--- config.mk ---
export PLATFORM = sky130hd
export DESIGN_NAME = seq_divider32
export DESIGN_NICKNAME = d
export VERILOG_FILES = /design/src/rtl/seq_divider32.sv
export SDC_FILE = /design/constraint.sdc
export NUM_CORES = 1
export LEC_CHECK = 0
export BUFFER_PORTS_ARGS = -buffer_cell sky130_fd_sc_hd__buf_2
export CAP_MARGIN = 10
export CORE_MARGIN = 2
export CORE_UTILIZATION = 24
export CTS_CLUSTER_DIAMETER = 50
export DETAILED_ROUTE_END_ITERATION = 8
export PLACE_DENSITY = 0.45
export SYNTH_ARGS = -nofsm -noshare
export SYNTH_HDL_FRONTEND = slang
export SYNTH_SLANG_ARGS = --single-unit
--- constraint.sdc ---
create_clock -name clk -period 6.1 [get_ports clk]
set_input_delay 0.915 -clock clk [delete_from_list [all_inputs] [get_ports clk]]
set_output_delay 0.915 -clock clk [all_outputs]
set_load 0.02 [all_outputs]
--- src/rtl/seq_divider32.sv ---
// Multi-cycle restoring divider for MIPS32 DIV/DIVU: quotient to LO (quo), remainder to HI (rem).
// Optional build macro DIV_EARLY_OUT_EN skips the iteration loop when |x| < |y|.
module seq_divider32 #(
  parameter int WIDTH = 32
) (
  input  logic             clk,
  input  logic             rst,
  input  logic             start,
  input  logic             is_signed,
  input  logic [WIDTH-1:0] x,
  input  logic [WIDTH-1:0] y,
  output logic             busy,
  output logic             done,
  output logic [WIDTH-1:0] quo,
  output logic [WIDTH-1:0] rem,
  output logic             div_by_zero
);

  localparam int CNT_W = $clog2(WIDTH);

  typedef enum logic [1:0] {IDLE, CALC, FIX} state_t;

  state_t           r_state, w_state_nxt;
  logic [CNT_W-1:0] r_cnt;
  logic             r_done, r_dbz;
  logic [WIDTH-1:0] r_quo, r_rem;
  logic [WIDTH-1:0] r_dvd, r_prem, r_dvs;
  logic             r_neg_q, r_neg_r, r_bypass, r_yzero;

  logic [WIDTH-1:0] w_xmag, w_ymag;
  logic             w_y_zero, w_early, w_accept, w_qbit;
  logic [WIDTH:0]   w_shift;

  // Magnitude as an unsigned WIDTH-bit value, so the most-negative operand stays exact.
  function automatic logic [WIDTH-1:0] mag(input logic [WIDTH-1:0] v, input logic s);
    return (s && v[WIDTH-1]) ? -v : v;
  endfunction

  function automatic logic [WIDTH-1:0] cneg(input logic [WIDTH-1:0] v, input logic n);
    return n ? -v : v;
  endfunction

  assign w_xmag   = mag(x, is_signed);
  assign w_ymag   = mag(y, is_signed);
  assign w_y_zero = (y == '0);
  assign w_accept = start && (r_state == IDLE);

`ifdef DIV_EARLY_OUT_EN
  assign w_early = !w_y_zero && (w_xmag < w_ymag);
`else
  assign w_early = 1'b0;
`endif

  // Trial subtraction at WIDTH+1 bits: the shifted remainder can exceed WIDTH bits.
  assign w_shift = {r_prem, r_dvd[WIDTH-1]};
  assign w_qbit  = (w_shift >= {1'b0, r_dvs});

  assign busy        = (r_state != IDLE);
  assign done        = r_done;
  assign quo         = r_quo;
  assign rem         = r_rem;
  assign div_by_zero = r_dbz;

  always_ff @(posedge clk or negedge rst) begin
    if (!rst) r_state <= IDLE;
    else      r_state <= w_state_nxt;
  end

  always_comb begin
    w_state_nxt = r_state;
    case (r_state)
      IDLE:    if (start) w_state_nxt = (w_y_zero || w_early) ? FIX : CALC;
      CALC:    if (r_cnt == CNT_W'(WIDTH - 1)) w_state_nxt = FIX;
      FIX:     w_state_nxt = IDLE;
      default: w_state_nxt = IDLE;
    endcase
  end

  always_ff @(posedge clk or negedge rst) begin
    if (!rst) begin
      r_cnt  <= '0;
      r_done <= 1'b0;
      r_quo  <= '0;
      r_rem  <= '0;
      r_dbz  <= 1'b0;
    end else begin
      r_done <= (r_state == FIX);
      if (w_accept) begin
        r_cnt <= '0;
        r_dbz <= 1'b0;
      end else if (r_state == CALC) begin
        r_cnt <= r_cnt + CNT_W'(1);
      end
      // Bypassed ops (zero divisor, early-out) carry their final result unmodified.
      if (r_state == FIX) begin
        r_quo <= r_bypass ? r_dvd  : cneg(r_dvd, r_neg_q);
        r_rem <= r_bypass ? r_prem : cneg(r_prem, r_neg_r);
        r_dbz <= r_yzero;
      end
    end
  end

  always_ff @(posedge clk) begin
    if (w_accept) begin
      r_neg_q <= is_signed & (x[WIDTH-1] ^ y[WIDTH-1]);
      r_neg_r <= is_signed & x[WIDTH-1];
      r_dvs   <= w_ymag;
      r_yzero <= w_y_zero;
      if (w_y_zero) begin
        r_dvd    <= '1;
        r_prem   <= x;
        r_bypass <= 1'b1;
      end else if (w_early) begin
        r_dvd    <= '0;
        r_prem   <= x;
        r_bypass <= 1'b1;
      end else begin
        r_dvd    <= w_xmag;
        r_prem   <= '0;
        r_bypass <= 1'b0;
      end
    end else if (r_state == CALC) begin
      r_prem <= w_qbit ? WIDTH'(w_shift - {1'b0, r_dvs}) : w_shift[WIDTH-1:0];
      r_dvd  <= {r_dvd[WIDTH-2:0], w_qbit};
    end
  end

endmodule
Word-level counts from Yosys, hierarchy flattened:

Index checks and enable logic that the tools add are counted.

* $add $sub $neg: 6
* reductions and logical operators: 9
* $lt $le $gt $ge: 1
* bitwise operators: 3
* eq/ne operators: 5
* muxes and demuxes: 22

Operator list (count)
* $mux 32: 13
* $neg 32->32: 4
* $ge 33x32->1: 1
* $logic_not 32->1: 1
* $sub 32x32->32: 1
* $mux 5: 2
* $mux 2: 3
* $reduce_bool 2->1: 3
* $add 5x1->5 const B: 1
* $eq 5x5->1 const B: 1
* $ne 2x2->1 const B: 2
* $pmux 2 s2: 1
* $logic_and 1x1->1: 3
* $mux 1: 3
* $and 1x1->1: 2
* $eq 2x1->1 const B: 1
* $eq 2x2->1 const B: 1
* $logic_not 2->1: 1
* $reduce_and 2->1: 1
* $xor 1x1->1: 1

* input bits: 68
* register bits: 173
* output and inout bits: 67

Logic depth before layout (Yosys ltp):

* word-level depth: 4
* gate-level depth with buffers: 14
* mapped depth without buffers: 12

Least setup slack after synthesis:

Ideal clock, no wire load.

* path type: input to register
* from: in start
* to: reg r_cnt[2]
* stages: 6
* path buffers: 1
* data arrival time: 3.052 ns
* path slack: 2.921 ns
* data required time: 5.973 ns
* path through: nand2_1 > clkbuf_1 > nand2_1 > o21ai_0 > nand2_1 > o21ai_0

* word-level cells in the longest chain between the ends: 2

Ends and longest elaborated chain
* start, declared: line 8 `input logic start,`
* $logic_and 1x1->1 *: line 46 `assign w_accept = start && (r_state == IDLE);`
* $mux 5 or $reduce_bool 2->1 (tied branches)
* end signal, assigned: line 92 `r_cnt <= r_cnt + CNT_W'(1);`
* end, declared: line 24 `logic [CNT_W-1:0] r_cnt;`

Mark *: on every way between the ends. The rest lies on a longest branch, timed or not.
A chain may end at the register's enable or synchronous reset.

Worst setup path in the final report:

* from: reg r_prem[0]
* to: reg r_prem[22] (data pin)

* word-level cells in the longest chain between the ends: 4

Ends and longest elaborated chain
* start, declared: line 27 `logic [WIDTH-1:0] r_dvd, r_prem, r_dvs;`
* start signal, assigned: line 123 `r_prem <= w_qbit ? WIDTH'(w_shift - {1'b0, r_dvs}) : w_shift[WIDTH-1:0];`
* $sub 32x32->32 or $ge 33x32->1 (tied branches): line 123, 56
* $mux 32 *: line 123
* $mux 32 *: line 122 `end else if (r_state == CALC) begin`
* $mux 32 *: line 104 `if (w_accept) begin`

Mark *: on every way between the ends. The rest lies on a longest branch, timed or not. The select of a mux whose other input is x is not followed.

==> results by group <==
Route
  – DRC viols: 0
  – Routed Wire Length: 36,140 µm
  – DR iter-0 viols: 610
  – Via/cell ratio: 4.768
  – Total number of vias: 9,550
  – TritonRoute pass-1 iters: 5
  – Routed Antenna Nets: 0
  – Drt wl/cell: 18.04 µm

Timing
  – # setup viols final: 0
  – Final min period: 3872 ps
  – Final setup TNS: 0 ps
  – RSZ-0062 raised after global routing: no
  – Fin. max-slew vios: 0
  – Max-slew headroom: 0.3223
  – Post-Route Skew: 18.89 ps
  – Actual slew at the worst max-slew pin: 1017 ps
  – Crit share post-route: 0.6348
  – Fmax: 0.2582 GHz
  – Fin. Hold Viols: 0

Run
  – Max-cap violation count: 0

GRT
  – Largest net degree at the start of global routing: 101
  – Tot GR Track Use: 0.1490
  – Global-route wire length before repair: 56,530 µm
  – Vias in the first global route: 9,460
  – Grt ovf: 0
  – Initial antenna violation count: 1

Clock tree
  – CTS tree: built
  – Hold_buf cts: 0
  – Clock tree sinks: 172
  – Setup Buffers After CTS: 0
  – Max Buffers Root-to-Sink: 2
  – Post-cts sizing count: 0
  – Clk_lat worst skew: 460 ps
  – H-tree depth: 4
  – CTS clk-pin slew, worst paths: 70 ps
  – Clock Root Buffer: clkbuf_16
  – CTS buffer count: 17

Critical path
  – CP Class: register to register
  – Critical Path AT: 4090 ps
  – Reg2reg end: r_prem[22]$_DFFE_PP_
  – Reg2reg path depth: 9
  – Slowest-stage cell, CP: o21a_1
  – Critical path, cell by cell: ha_1, nor2b_1, o31a_1, o31a_1, o31a_1, a2111oi_4, o21a_1, o31ai_1, a22o_1
  – Max stage delay on crit path: 860 ps
  – Required @ worst endpoint: 6310 ps
  – Cell family with most CP delay: compound AO/OA/AOI/OAI gates
  – Worst R2R Setup Slack: 2230 ps
  – Setup crit end kind: register
  – CP dominant cell by count: o31a_1
  – CP Max Fanout: 28
  – Crit path buffers/inverters: 0
  – Worst setup SP type: register
  – R2r startpoint: r_prem[0]$_DFFE_PP_

Logic synthesis
  – Fraction of the mapped netlist area in adder cells: 0.04392
  – Mapped Cells: 1,283
  – Post-Synth XOR/XNOR Area: 0.1102
  – Post-synth cell types: 60
  – Sequential area share after synthesis: 0.4254
  – Synth Register Bits: 172
  – Post-Syn Nets: 1,390
  – Main synth FF type: edfxtp_1
  – Simple-Gate Fraction of Synth Area: 0.1718
  – Syn_area_per_cell: 8.794 µm²
  – Synth Area in Compound Gates: 0.1963
  – Cell area after synthesis: 11,280 µm²
  – Post-synth ARST share: 0.4244
  – Largest family of logic cells by synthesized area: compound AO/OA/AOI/OAI gates
  – EDFF count, synth: 99
  – Mux contribution to synthesized area: 0.008872
  – Number of synthesis warnings: 0

Power
  – Max VDD drop: 0.0002115 V
  – Pwr Density: 460.4 nW/µm²
  – Leak Pwr: 0.005407 µW
  – Sw frac: 0.4394
  – Comb power frac: 0.457
  – Sequential share of power: 0.363
  – Switching power: 2649 µW
  – Design Power: 6027 µW
  – Clock share of power: 0.180
  – Internal power: 3379 µW

Floorplanning
  – Die Area: 48,760 µm²
  – Boundary Pins: 135
  – Die Wd: 220.8 µm
  – Die Ht: 220.8 µm
  – Initial Util: 0.2428
  – Row cnt: 79
  – Core area: 46,460 µm²

Placed design
  – Gp weighted congestion: 0.8840
  – DP HPWL: 28,600 µm
  – Port Buffers: 134

Min path
  – HP Class: input port to async pin

Layout
  – Share of cells above drive strength 1: 0.1312
  – Area Growth Syn to Fin: 16.04%
  – Final nets: 1,489

Status
  – Run status: completed
==> synthesized netlist by cell type (4+ instances only) <==
cell type,count,area (µm²)
nand3_1,28,140.1
o211ai_1,5,37.54
dfrtp_1,73,1827
buf_2,6,30.03
a21o_1,11,82.58
nand4_1,6,37.54
o31a_1,4,35.03
xor2_1,62,543.0
o21a_1,8,60.06
or4_1,8,60.06
o21ai_1,39,195.2
inv_1,59,221.5
o21ai_0,108,540.5
o2111ai_1,4,35.03
a22oi_1,4,30.03
nor3_1,23,115.1
o31ai_1,15,112.6
a211oi_1,8,60.06
nor4_1,22,137.6
a21oi_1,132,660.6
nand2_1,154,578.1
clkbuf_1,49,183.9
and3_1,13,81.33
o41ai_1,10,87.58
ha_1,38,475.5
nor2_1,111,416.7
a31oi_1,10,62.56
nand2b_1,14,87.58
mux2i_1,10,100.1
xnor2_1,80,700.7
edfxtp_1,99,2973
and2_1,13,81.33
nor2b_1,9,56.30
o21bai_1,4,30.03
or3_1,6,37.54
==> worst max-delay path by stage <==
stage	start	endpoint	slack, ps	depth (start not counted)
floorplan	start	r_cnt[2]$_DFFE_PN0P_	2920	6
finish	r_prem[0]$_DFFE_PP_	r_prem[22]$_DFFE_PP_	2230	9
CTS	r_prem[0]$_DFFE_PP_	r_prem[22]$_DFFE_PP_	2230	9
detailed placement	r_prem[0]$_DFFE_PP_	r_prem[22]$_DFFE_PP_	2240	9
global route	r_prem[0]$_DFFE_PP_	r_prem[10]$_DFFE_PP_	1990	10
global placement	r_prem[0]$_DFFE_PP_	r_prem[12]$_DFFE_PP_	2260	10
==> per-stage QoR <==
stage | setup WS [ps] | cells | utilization | hold slack, ps | cell area [µm²]
global placement | 2258 | 1970 | 0.2696 | 459.0 | 12520
detailed placement | 2245 | 1970 | 0.2696 | 464.7 | 12520
floorplan | 2921 | 1283 | - | 449.4 | 11280
global route | 1986 | 2002 | 0.2817 | 302.8 | 13090
finish | 2228 | 2003 | 0.2818 | 303.5 | 13090
CTS | 2227 | 2002 | 0.2817 | 285.4 | 13090
==> placed cells by master, fill, tap and decap left out, drive strengths merged, types with 14 or more instances in the layout <==
master / Yosys / layout
a21oi: 132 / 132
buf: 10 / 141
clkbuf: 51 / 18
dfrtp: 73 / 73
edfxtp: 99 / 99
ha: 38 / 38
inv: 60 / 66
nand2: 154 / 154
nand2b: 14 / 14
nand3: 28 / 28
nor2: 111 / 111
nor3: 24 / 24
nor4: 24 / 24
o21ai: 148 / 148
o31ai: 15 / 15
xnor2: 80 / 80
xor2: 62 / 62
==> cell type report <==
type	instances	area, µm²
fillers	4995	33370
multi-input cells	990	6013
flip-flops and latches	172	4800
well taps	607	759.5
repair buffers	141	725.7
clock buffers	18	429.2
inverters	60	225.2
clock inverters	14	136.4
diodes	1	2.502
==> power groups by stage <==
stage | logic (µW) | clock network (µW) | registers (µW)
floorplan | 2010 | 0 | 2090
global placement | 2740 | 0 | 2190
detailed placement | 2730 | 0 | 2210
CTS | 2750 | 1120 | 2180
global route | 3090 | 1150 | 2230
finish | 2750 | 1090 | 2190
==> registers in the layout, indices dropped and copies added, names as in the netlist, 2 cells and up <==
name,flops
rem,32
r_state,2
quo,32
r_prem,32
r_dvs,32
r_dvd,32
r_cnt,5
==> cells by family after synthesis <==
group / after synthesis
fa+ha+maj: 39
simple gates: 417
compound gates: 382
mux: 10
buf+inv: 121
xor+xnor: 142
flops: 172
==> metal layers <==
layer | track usage | wire length [µm] | vias to the layer above
met3 | 0.02164 | 1334 | 52
li1 | - | - | 4770
met5 | 0 | 0 | -
met1 | 0.2048 | 17240 | 4488
met4 | 0.05824 | 1081 | 0
met2 | 0.2358 | 16480 | 240
Note: power is estimated with default switching activity, not from simulation.
